$ cat src/rtl/hdmi_period_scheduler_pkg.sv
// hdmi_pkg: shared types and constants for the HDMI period scheduler.
//   sched_state_t  : scheduler FSM state (control / preamble / guard band / active).
//   vid_beat_t     : one pixel-clock beat of the clocked-video stream.
//   VID_PREAMBLE_* : CTL codes driven on green/red lanes during the video preamble.
//   GB_*           : 10-bit video leading guard-band symbols. The downstream TMDS
//                    mux substitutes these for the encoder outputs while out_gb=1.
//   gate_pixel()   : forces pixel data to zero outside active video.
package hdmi_pkg;

  typedef enum logic [1:0] {
    ST_CTRL   = 2'd0,
    ST_PRE    = 2'd1,
    ST_GB     = 2'd2,
    ST_ACTIVE = 2'd3
  } sched_state_t;

  // Video preamble: CTL0..3 = 1,0,0,0 -> green {CTL1,CTL0}=01, red {CTL3,CTL2}=00
  localparam logic [1:0] VID_PREAMBLE_G = 2'b01;
  localparam logic [1:0] VID_PREAMBLE_R = 2'b00;

  localparam logic [9:0] GB_B = 10'b1011001100;
  localparam logic [9:0] GB_G = 10'b0100110011;
  localparam logic [9:0] GB_R = 10'b1011001100;

  typedef struct packed {
    logic [23:0] data;
    logic        de;
    logic        hsync;
    logic        vsync;
  } vid_beat_t;

  function automatic logic [23:0] gate_pixel(input logic de, input logic [23:0] d);
    return de ? d : 24'h0;
  endfunction

endpackage

$ cat src/rtl/hdmi_period_scheduler_delay.sv
// video_delay_line: LEAD-deep register pipeline for the clocked-video beat
// {data, de, hsync, vsync}. A beat written at edge t is presented on dout
// after edge t+LEAD-1; the caller adds one output register on top.
//   clk   : pixel clock
//   reset : synchronous, active-high; clears every stage
//   din   : incoming beat
//   dout  : beat from the last stage
module video_delay_line
  import hdmi_pkg::*;
#(
  parameter int LEAD = 10
) (
  input  logic      clk,
  input  logic      reset,
  input  vid_beat_t din,
  output vid_beat_t dout
);

  vid_beat_t [LEAD-1:0] pipe;

  always_ff @(posedge clk) begin
    if (reset) pipe <= '0;
    else       pipe <= {pipe[LEAD-2:0], din};
  end

  assign dout = pipe[LEAD-1];

endmodule

$ cat src/rtl/hdmi_period_scheduler.sv
// hdmi_period_scheduler: turns a DVI-style clocked-video stream into an
// HDMI-compliant one by inserting an 8-cycle video preamble and a 2-cycle
// leading guard band ahead of each active line. The video path is delayed by
// LEAD cycles so the inserted periods land in the blanking just before DE.
//
// Build option: define HDMI_PERIOD_SCHED_HDMI_EN for full scheduling. Without
// it the block is a plain LEAD-cycle delay (DVI mode) with out_cd_g, out_cd_r,
// out_gb and short_blank_err tied low; latency is the same in both builds.
//
// Ports:
//   clk, reset       : pixel clock, synchronous active-high reset
//   in_data/de/hsync/vsync : source video
//   clear_err        : one-cycle pulse clearing short_blank_err (a set wins)
//   out_vd           : pixel to encoders, zero outside active video
//   out_de           : VDE (delayed in_de)
//   out_cd_b         : {vsync, hsync}, delayed, always
//   out_cd_g/out_cd_r: CTL codes, preamble code during the preamble
//   out_gb           : guard-band override for the downstream symbol mux
//   short_blank_err  : sticky, blanking was too short to insert the preamble
module hdmi_period_scheduler
  import hdmi_pkg::*;
#(
  parameter int LEAD      = 10,
  parameter int PRE_LEN   = 8,
  parameter int GB_LEN    = 2,
  parameter int MIN_BLANK = 12
) (
  input  logic        clk,
  input  logic        reset,
  input  logic [23:0] in_data,
  input  logic        in_de,
  input  logic        in_hsync,
  input  logic        in_vsync,
  input  logic        clear_err,
  output logic [23:0] out_vd,
  output logic        out_de,
  output logic [1:0]  out_cd_b,
  output logic [1:0]  out_cd_g,
  output logic [1:0]  out_cd_r,
  output logic        out_gb,
  output logic        short_blank_err
);

  vid_beat_t dl_in, dl_out;

  assign dl_in = '{data: in_data, de: in_de, hsync: in_hsync, vsync: in_vsync};

  video_delay_line #(.LEAD(LEAD)) u_dly (
    .clk  (clk),
    .reset(reset),
    .din  (dl_in),
    .dout (dl_out)
  );

  // Output stage for the video path: completes the LEAD-cycle latency.
  always_ff @(posedge clk) begin
    if (reset) begin
      out_vd   <= '0;
      out_de   <= 1'b0;
      out_cd_b <= '0;
    end else begin
      out_vd   <= gate_pixel(dl_out.de, dl_out.data);
      out_de   <= dl_out.de;
      out_cd_b <= {dl_out.vsync, dl_out.hsync};
    end
  end

`ifdef HDMI_PERIOD_SCHED_HDMI_EN

  localparam int BW = $clog2(MIN_BLANK + 1);
  localparam int PW = $clog2((PRE_LEN > GB_LEN) ? PRE_LEN : GB_LEN);

  logic [BW-1:0] blank_cnt;
  logic [PW-1:0] ph;
  sched_state_t  state;
  logic          de_rise, blank_short, de_fall, rise_err;

  // A non-zero blank count means the previous input cycle had DE low, so this
  // also treats a line already in progress when reset releases as no rise.
  assign de_rise     = in_de && (blank_cnt != '0);
  assign blank_short = blank_cnt < BW'(MIN_BLANK);
  // Delayed DE falling: the last active pixel of the line has just left.
  assign de_fall     = out_de && !dl_out.de;
  // A rise inside PRE/GB means the blanking was shorter than LEAD.
  assign rise_err    = de_rise && (blank_short || state == ST_PRE || state == ST_GB);

  always_ff @(posedge clk) begin
    if (reset)                             blank_cnt <= '0;
    else if (in_de)                        blank_cnt <= '0;
    else if (blank_cnt != BW'(MIN_BLANK))  blank_cnt <= blank_cnt + 1'b1;
  end

  // The decision taken on the input-side rise at edge t is registered at the
  // same edge, so the preamble occupies output cycles t..t+PRE_LEN-1 and the
  // guard band the GB_LEN cycles after it, ending exactly where delayed DE
  // (t+LEAD) begins.
  always_ff @(posedge clk) begin
    if (reset) begin
      state           <= ST_CTRL;
      ph              <= '0;
      out_cd_g        <= '0;
      out_cd_r        <= '0;
      out_gb          <= 1'b0;
      short_blank_err <= 1'b0;
    end else begin
      case (state)
        ST_CTRL: begin
          if (de_rise) begin
            if (!blank_short) begin
              state    <= ST_PRE;
              ph       <= '0;
              out_cd_g <= VID_PREAMBLE_G;
              out_cd_r <= VID_PREAMBLE_R;
            end else begin
              state    <= ST_ACTIVE;
              out_cd_g <= '0;
              out_cd_r <= '0;
            end
          end
        end
        ST_PRE: begin
          if (de_rise) begin
            state    <= ST_ACTIVE;
            out_cd_g <= '0;
            out_cd_r <= '0;
          end else if (ph == PW'(PRE_LEN - 1)) begin
            state    <= ST_GB;
            ph       <= '0;
            out_cd_g <= '0;
            out_cd_r <= '0;
            out_gb   <= 1'b1;
          end else begin
            ph <= ph + 1'b1;
          end
        end
        ST_GB: begin
          if (de_rise) begin
            state  <= ST_ACTIVE;
            out_gb <= 1'b0;
          end else if (ph == PW'(GB_LEN - 1)) begin
            state  <= ST_ACTIVE;
            out_gb <= 1'b0;
          end else begin
            ph <= ph + 1'b1;
          end
        end
        ST_ACTIVE: begin
          // A new rise (short blank) keeps the line alive; otherwise leave
          // once the delayed line has drained.
          if (!de_rise && de_fall) state <= ST_CTRL;
        end
        default: begin
          state    <= ST_CTRL;
          out_cd_g <= '0;
          out_cd_r <= '0;
          out_gb   <= 1'b0;
        end
      endcase

      if (rise_err)       short_blank_err <= 1'b1;
      else if (clear_err) short_blank_err <= 1'b0;
    end
  end

`else

  // DVI mode: no period insertion, only the delay.
  localparam int unused_cfg = PRE_LEN + GB_LEN + MIN_BLANK;
  logic unused_clear;

  assign unused_clear    = clear_err;
  assign out_cd_g        = '0;
  assign out_cd_r        = '0;
  assign out_gb          = 1'b0;
  assign short_blank_err = 1'b0;

`endif

endmodule

$ cat config.mk
export PLATFORM = sky130hd
export DESIGN_NAME = hdmi_period_scheduler
export DESIGN_NICKNAME = d
export VERILOG_FILES = /design/src/rtl/hdmi_period_scheduler_pkg.sv /design/src/rtl/hdmi_period_scheduler_delay.sv /design/src/rtl/hdmi_period_scheduler.sv
export SDC_FILE = /design/constraint.sdc
export NUM_CORES = 1
export LEC_CHECK = 0
export BUFFER_PORTS_ARGS = -buffer_cell sky130_fd_sc_hd__clkbuf_2
export CORE_MARGIN = 10
export CORE_UTILIZATION = 60
export CTS_CLUSTER_DIAMETER = 200
export DETAILED_ROUTE_END_ITERATION = 16
export GPL_TIMING_DRIVEN = 0
export PLACE_DENSITY = 0.9
export SLEW_MARGIN = 20
export SYNTH_ARGS = -nofsm -noshare
export SYNTH_HDL_FRONTEND = slang
export SYNTH_SLANG_ARGS = --single-unit
$ cat constraint.sdc
create_clock -name clk -period 1.7 [get_ports clk]
set_input_delay 0.17 -clock clk [delete_from_list [all_inputs] [get_ports clk]]
set_output_delay 0.17 -clock clk [all_outputs]
set_load 0.01 [all_outputs]
==> impl_metrics.ini, run 1 <==
[logic_synthesis]
syn_area_mm2 = 0.00812
yosysWarnings = 0
synth_xor_area_share_pct = 0
yosys.area_share.simple_pct = 23.6
synth.avg_cell_area_um2 = 12.8
synth_cells = 636
ys_types = 8
synth_compound_gate_area_share_pct = 0
ys_seq_elements = 297
synth_top_family_by_area = simple AND/OR/NAND/NOR gates
synth-adder-area-share_pct = 0
yosysSeqAreaShare_pct = 73.3
muxShareOfSynthArea_pct = 0

[pwr]
irDropWorstVdd_mv = 0.977
p_int_mw = 10.7
netSwitchingPower_mw = 2.45
pwr-share-clk_pct = 43.5
switching_share_pct = 18.7
power_density_mw_per_mm2 = 1340
seqPwrFrac_pct = 54.0
p_leak_nw = 4.17
power_frac_comb_pct = 2.5
finalPower_mw = 13.1

[worst_setup_path]
rr_endpoint = out_vd[9]$_SDFF_PP0_
slowest_delay_ns = 0.33
r2r_cells = 2
path_buf_inv = 1
r2r_start = u_dly.dout[2]$_SDFF_PP0_
startpoint = out_vd[14]$_SDFF_PP0_
r2r_slack_ns = 0.70
crit_family = flip-flops
worstSetupStartpointType = register
crit_arrival_ns = 0.97
crit_path_cell_trace = clkbuf_2
path_class = reg -> out
cp.required_ns = 1.53
cp_max_fo = 1
cp.depth = 1
critical_path.slowest_cell = dfxtp_1
endpoint_kind = primary output

[timing]
setup_viol = 0
fin_setup_tns_ns = 0
rsz0062_at_grt = no
clock_skew_ns = 0.00917
layout_setup_ws_ns = 0.562
hold_slack_ns = 0.105
drv_slew = 0
period_share_pct = 67.0
finalHoldViolCount = 0
fmax_ghz = 0.879
period_needed_ns = 1.14

[global_routing]
grt_pass1_vias = 4292
grt_use_met3_pct = 3.95
track_usage_pct = 12.8
met1_usage_pct = 11.1
use_met2_pct = 26.3
grt-busiest-layer = met2
antenna_found_initial = 0
grt_pass1_wl_um = 19400
grt_overflow = 0
grt_max_degree = 16

[final_layout]
fillCellCount = 800
fin_cells = 943
areaGrowthSynthToFinish_pct = 20.2
fin_area_mm2 = 0.00976
antennaDiodeCount = 0
drive_above_1_share_pct = 17.3
final_util_pct = 73.7
final_nets = 780

[min_path]
whs_endpoint = u_dly.pipe[188]$_SDFF_PP0_
hp-class = in -> reg
hold_depth = 3
hold_start = reset

[place]
place_congestion = 0.698
numPortBuffers = 54
dp.cells = 871
hpwl_um = 6590
pre_cts_ws_ns = 0.699
placed_cell_area_mm2 = 0.00863

[clocking]
cts.hold.buffers_added = 27
cts_tree = built
path_clk_slew_ns = 0.06
cts_buffer_depth = 3
clkSinkCount = 297
cts_resized = 0
htree_levels = 1
cts_root_buffer = clkbuf_16
clock_latency_ns = 0.51
cts_buffers = 26
postCtsSetupRepairBufs = 0

[floorplan]
start_util_pct = 61.3
rows = 42
dieWidth_um = 136
die_h_um = 136
ios = 63
core_mm2 = 0.0132
die-area_mm2 = 0.0186

[drt]
drt-total-wl_um = 11400
first_pass_iters = 3
vias = 4093
ant_nets = 0
first_iter_violations = 104
drc = 0
routedWlPerCell_um = 12.1
vias_per_cell = 4.34

[outcome]
outcome = completed

[run]
drv_cap = 0
-- worst max path at each step --
stage | end
floorplan | out_vd[10]$_SDFF_PP0_
detailed placement | out_vd[15]$_SDFF_PP0_
CTS | out_vd[14]
global placement | out_vd[5]$_SDFF_PP0_
global route | out_vd[14]
finish | out_vd[14]
-- power by group through the flow --
| stage | registers (mW) | logic, mW | clock network, mW |
|---|---|---|---|
| final | 7.08 | 0.323 | 5.70 |
| after global routing | 7.09 | 0.363 | 6.08 |
| after CTS | 7.08 | 0.321 | 5.81 |
| after detailed placement | 7.24 | 0.268 | 0 |
| after global placement | 7.23 | 0.254 | 0 |
| after floorplan | 7.23 | 0.199 | 0 |
-- placed cells by master, fill, tap and decap left out, drive strengths merged --
master	n
buf	39
clkbuf	97
nor2b	273
dfxtp	297
clkinv	3
and3b	24
dlygate4sd3	27
conb	6
bufinv	1
-- cells in the mapped netlist --
cell type  number  area share (%)
buf_4           6            0.55
nor2b_1       273              21
and3b_1        24             2.6
buf_2          28             1.7
conb_1          1           0.046
buf_6           5            0.69
clkbuf_1        2           0.093
dfxtp_1       297              73
-- cells by family after synthesis --
family | after synthesis
other | 1
buffers and inverters | 41
flip-flops | 297
AND/OR/NAND/NOR | 297
-- final cells by class --
cell class / instances / area, um^2 / share of cell area, %
buffer: 41 / 249 / 2.55
clock buffer: 41 / 818 / 8.38
clock inverter: 4 / 45.0 / 0.462
multi-input combinational: 303 / 1940 / 19.9
sequential: 297 / 5950 / 60.9
tap: 176 / 220 / 2.26
timing repair buffer: 81 / 541 / 5.54
-- layer usage --
| metal | part of all wire (%) | routed length (um) |
|---|---|---|
| met1 | 35 | 3980 |
| met2 | 56 | 6400 |
| met3 | 6.7 | 761 |
| met4 | 2.4 | 278 |
| met5 | 0 | 0 |
-- state kept, by name, indices dropped and copies added, names as in the netlist --
register    flops
u_dly.dout     27
out_cd_b        2
out_vd         24
out_de          1
u_dly.pipe    243
No activity file was read; power rests on OpenSTA's default activity.
==> inputs of run 2 (changes only) <==
- CORE_UTILIZATION: 60 -> 57
- PLACE_DENSITY: 0.9 -> 0.86
- clock period: 1.7 -> 1.15 ns (I/O delays scaled with it)
==> run 2 against run 1 <==
Clock skew is 0.0041 ns lower. Final cell count is 0.42% higher. Critical path depth stayed put. Sequential power is 48% higher. Worst setup slack worse by 0.47 ns. Critical endpoint is now out_vd[7].
==> impl_metrics.ini, run 2 (synthesis results as in run 1) <==
[timing]
finalHoldViolCount = 0
fin_setup_tns_ns = 0
rsz0062_at_grt = no
fmax_ghz = 0.941
drv_slew = 0
setup_viol = 0
hold_slack_ns = 0.0531
period_needed_ns = 1.06
clock_skew_ns = 0.00508
period_share_pct = 92.4

[place]
placed_cell_area_mm2 = 0.00863
numPortBuffers = 54
hpwl_um = 6270
place_congestion = 0.696

[floorplan]
dieWidth_um = 139
core_mm2 = 0.0139
die_h_um = 139
die-area_mm2 = 0.0194
start_util_pct = 58.2
rows = 43
ios = 63

[final_layout]
layout_common_cells = 297 x dfxtp_1, 273 x nor2b_1, 54 x clkbuf_2
largest_reg_flops = 243
fin_area_mm2 = 0.00979
final_util_pct = 70.2
fillCellCount = 879
drive_above_1_share_pct = 17.7
layout_commonest_cell = dfxtp_1
multi_input_area_mm2 = 0.00194
areaGrowthSynthToFinish_pct = 20.6
antennaDiodeCount = 0
regArea_mm2 = 0.00595
final_nets = 779
largest-register = u_dly.pipe

[clocking]
clock_latency_ns = 0.50
cts_resized = 0
cts_root_buffer = clkbuf_16
postCtsSetupRepairBufs = 0
path_clk_slew_ns = 0.06
cts_buffers = 25
cts.hold.buffers_added = 27
htree_levels = 1
cts_tree = built
clkSinkCount = 297
cts_buffer_depth = 3

[global_routing]
antenna_found_initial = 0
grt_pass1_wl_um = 18900
track_usage_pct = 11.3
grt_overflow = 0
grt_pass1_vias = 4235
grt_max_degree = 17

[worst_setup_path]
cp.required_ns = 1.03
critical_path.slowest_cell = dfxtp_1
slowest_delay_ns = 0.32
path_buf_inv = 1
endpoint_kind = primary output
crit_family = flip-flops
crit_arrival_ns = 0.95
path_class = reg -> out
crit_path_cell_trace = clkbuf_2
cp_max_fo = 1
worstSetupStartpointType = register

[pwr]
power_density_mw_per_mm2 = 2010
irDropWorstVdd_mv = 1.35
p_leak_nw = 4.19

[drt]
first_pass_iters = 4
drt-total-wl_um = 10900
drc = 0
vias_per_cell = 4.25
first_iter_violations = 120
vias = 4029
routedWlPerCell_um = 11.6
ant_nets = 0

[min_path]
hp-class = in -> reg

[run]
drv_cap = 0

[outcome]
outcome = completed
[run 2: through the flow]
| step | instances | setup WS, ns | power (mW) |
|---|---|---|---|
| 2_1_floorplan | 641 | 0.363 | 11.0 |
| 4_1_cts | 947 | 0.0572 | 19.9 |
| 3_5_place_dp | 875 | 0.168 | 11.1 |
| 5_1_grt | 947 | 0.0362 | 20.4 |
| 3_3_place_gp | 875 | 0.241 | 11.1 |
| 6_report | 947 | 0.0877 | 19.7 |
[run 2: path summary, 6_finish.rpt]
path | slack, ns | depth (start not counted) | start | to
min reg2reg | 0.43 | 1 | u_dly.pipe[51]$_SDFF_PP0_ | u_dly.pipe[78]$_SDFF_PP0_
max | 0.09 | 1 | out_vd[7]$_SDFF_PP0_ | out_vd[7]
min | 0.05 | 3 | reset | u_dly.pipe[107]$_SDFF_PP0_
max reg2reg | 0.16 | 2 | u_dly.dout[2]$_SDFF_PP0_ | out_vd[17]$_SDFF_PP0_
[run 2: per-layer routing]
| metal | part of all wire (%) | track usage (%) | vias up |
|---|---|---|---|
| met2 | 55 | 22.7 | 80 |
| met5 | 0 | 0 | - |
| li1 | - | - | 2137 |
| met4 | 2.2 | 3.35 | 0 |
| met3 | 6.7 | 3.74 | 23 |
| met1 | 37 | 10.2 | 1789 |
[run 2: area by class of cell]
cell class / count / area share, %
timing repair buffer: 81 / 5.52
clock buffer: 34 / 7.45
sequential: 297 / 60.7
multi-input combinational: 303 / 19.8
tap: 180 / 2.30
buffer: 41 / 2.54
clock inverter: 11 / 1.61
[run 2: power breakdown]
part	switching (mW)	internal [mW]
Combinational	0.228	0.246
Clock	3.45	5.33
Sequential	0.0309	10.4
[run 2: worst register-to-register path, delay by kind of cell (launching register included)]
family	cells	cell delay (ns)
buffers and inverters	1	0.30
flip-flops	1	0.39
AND/OR/NAND/NOR	1	0.23
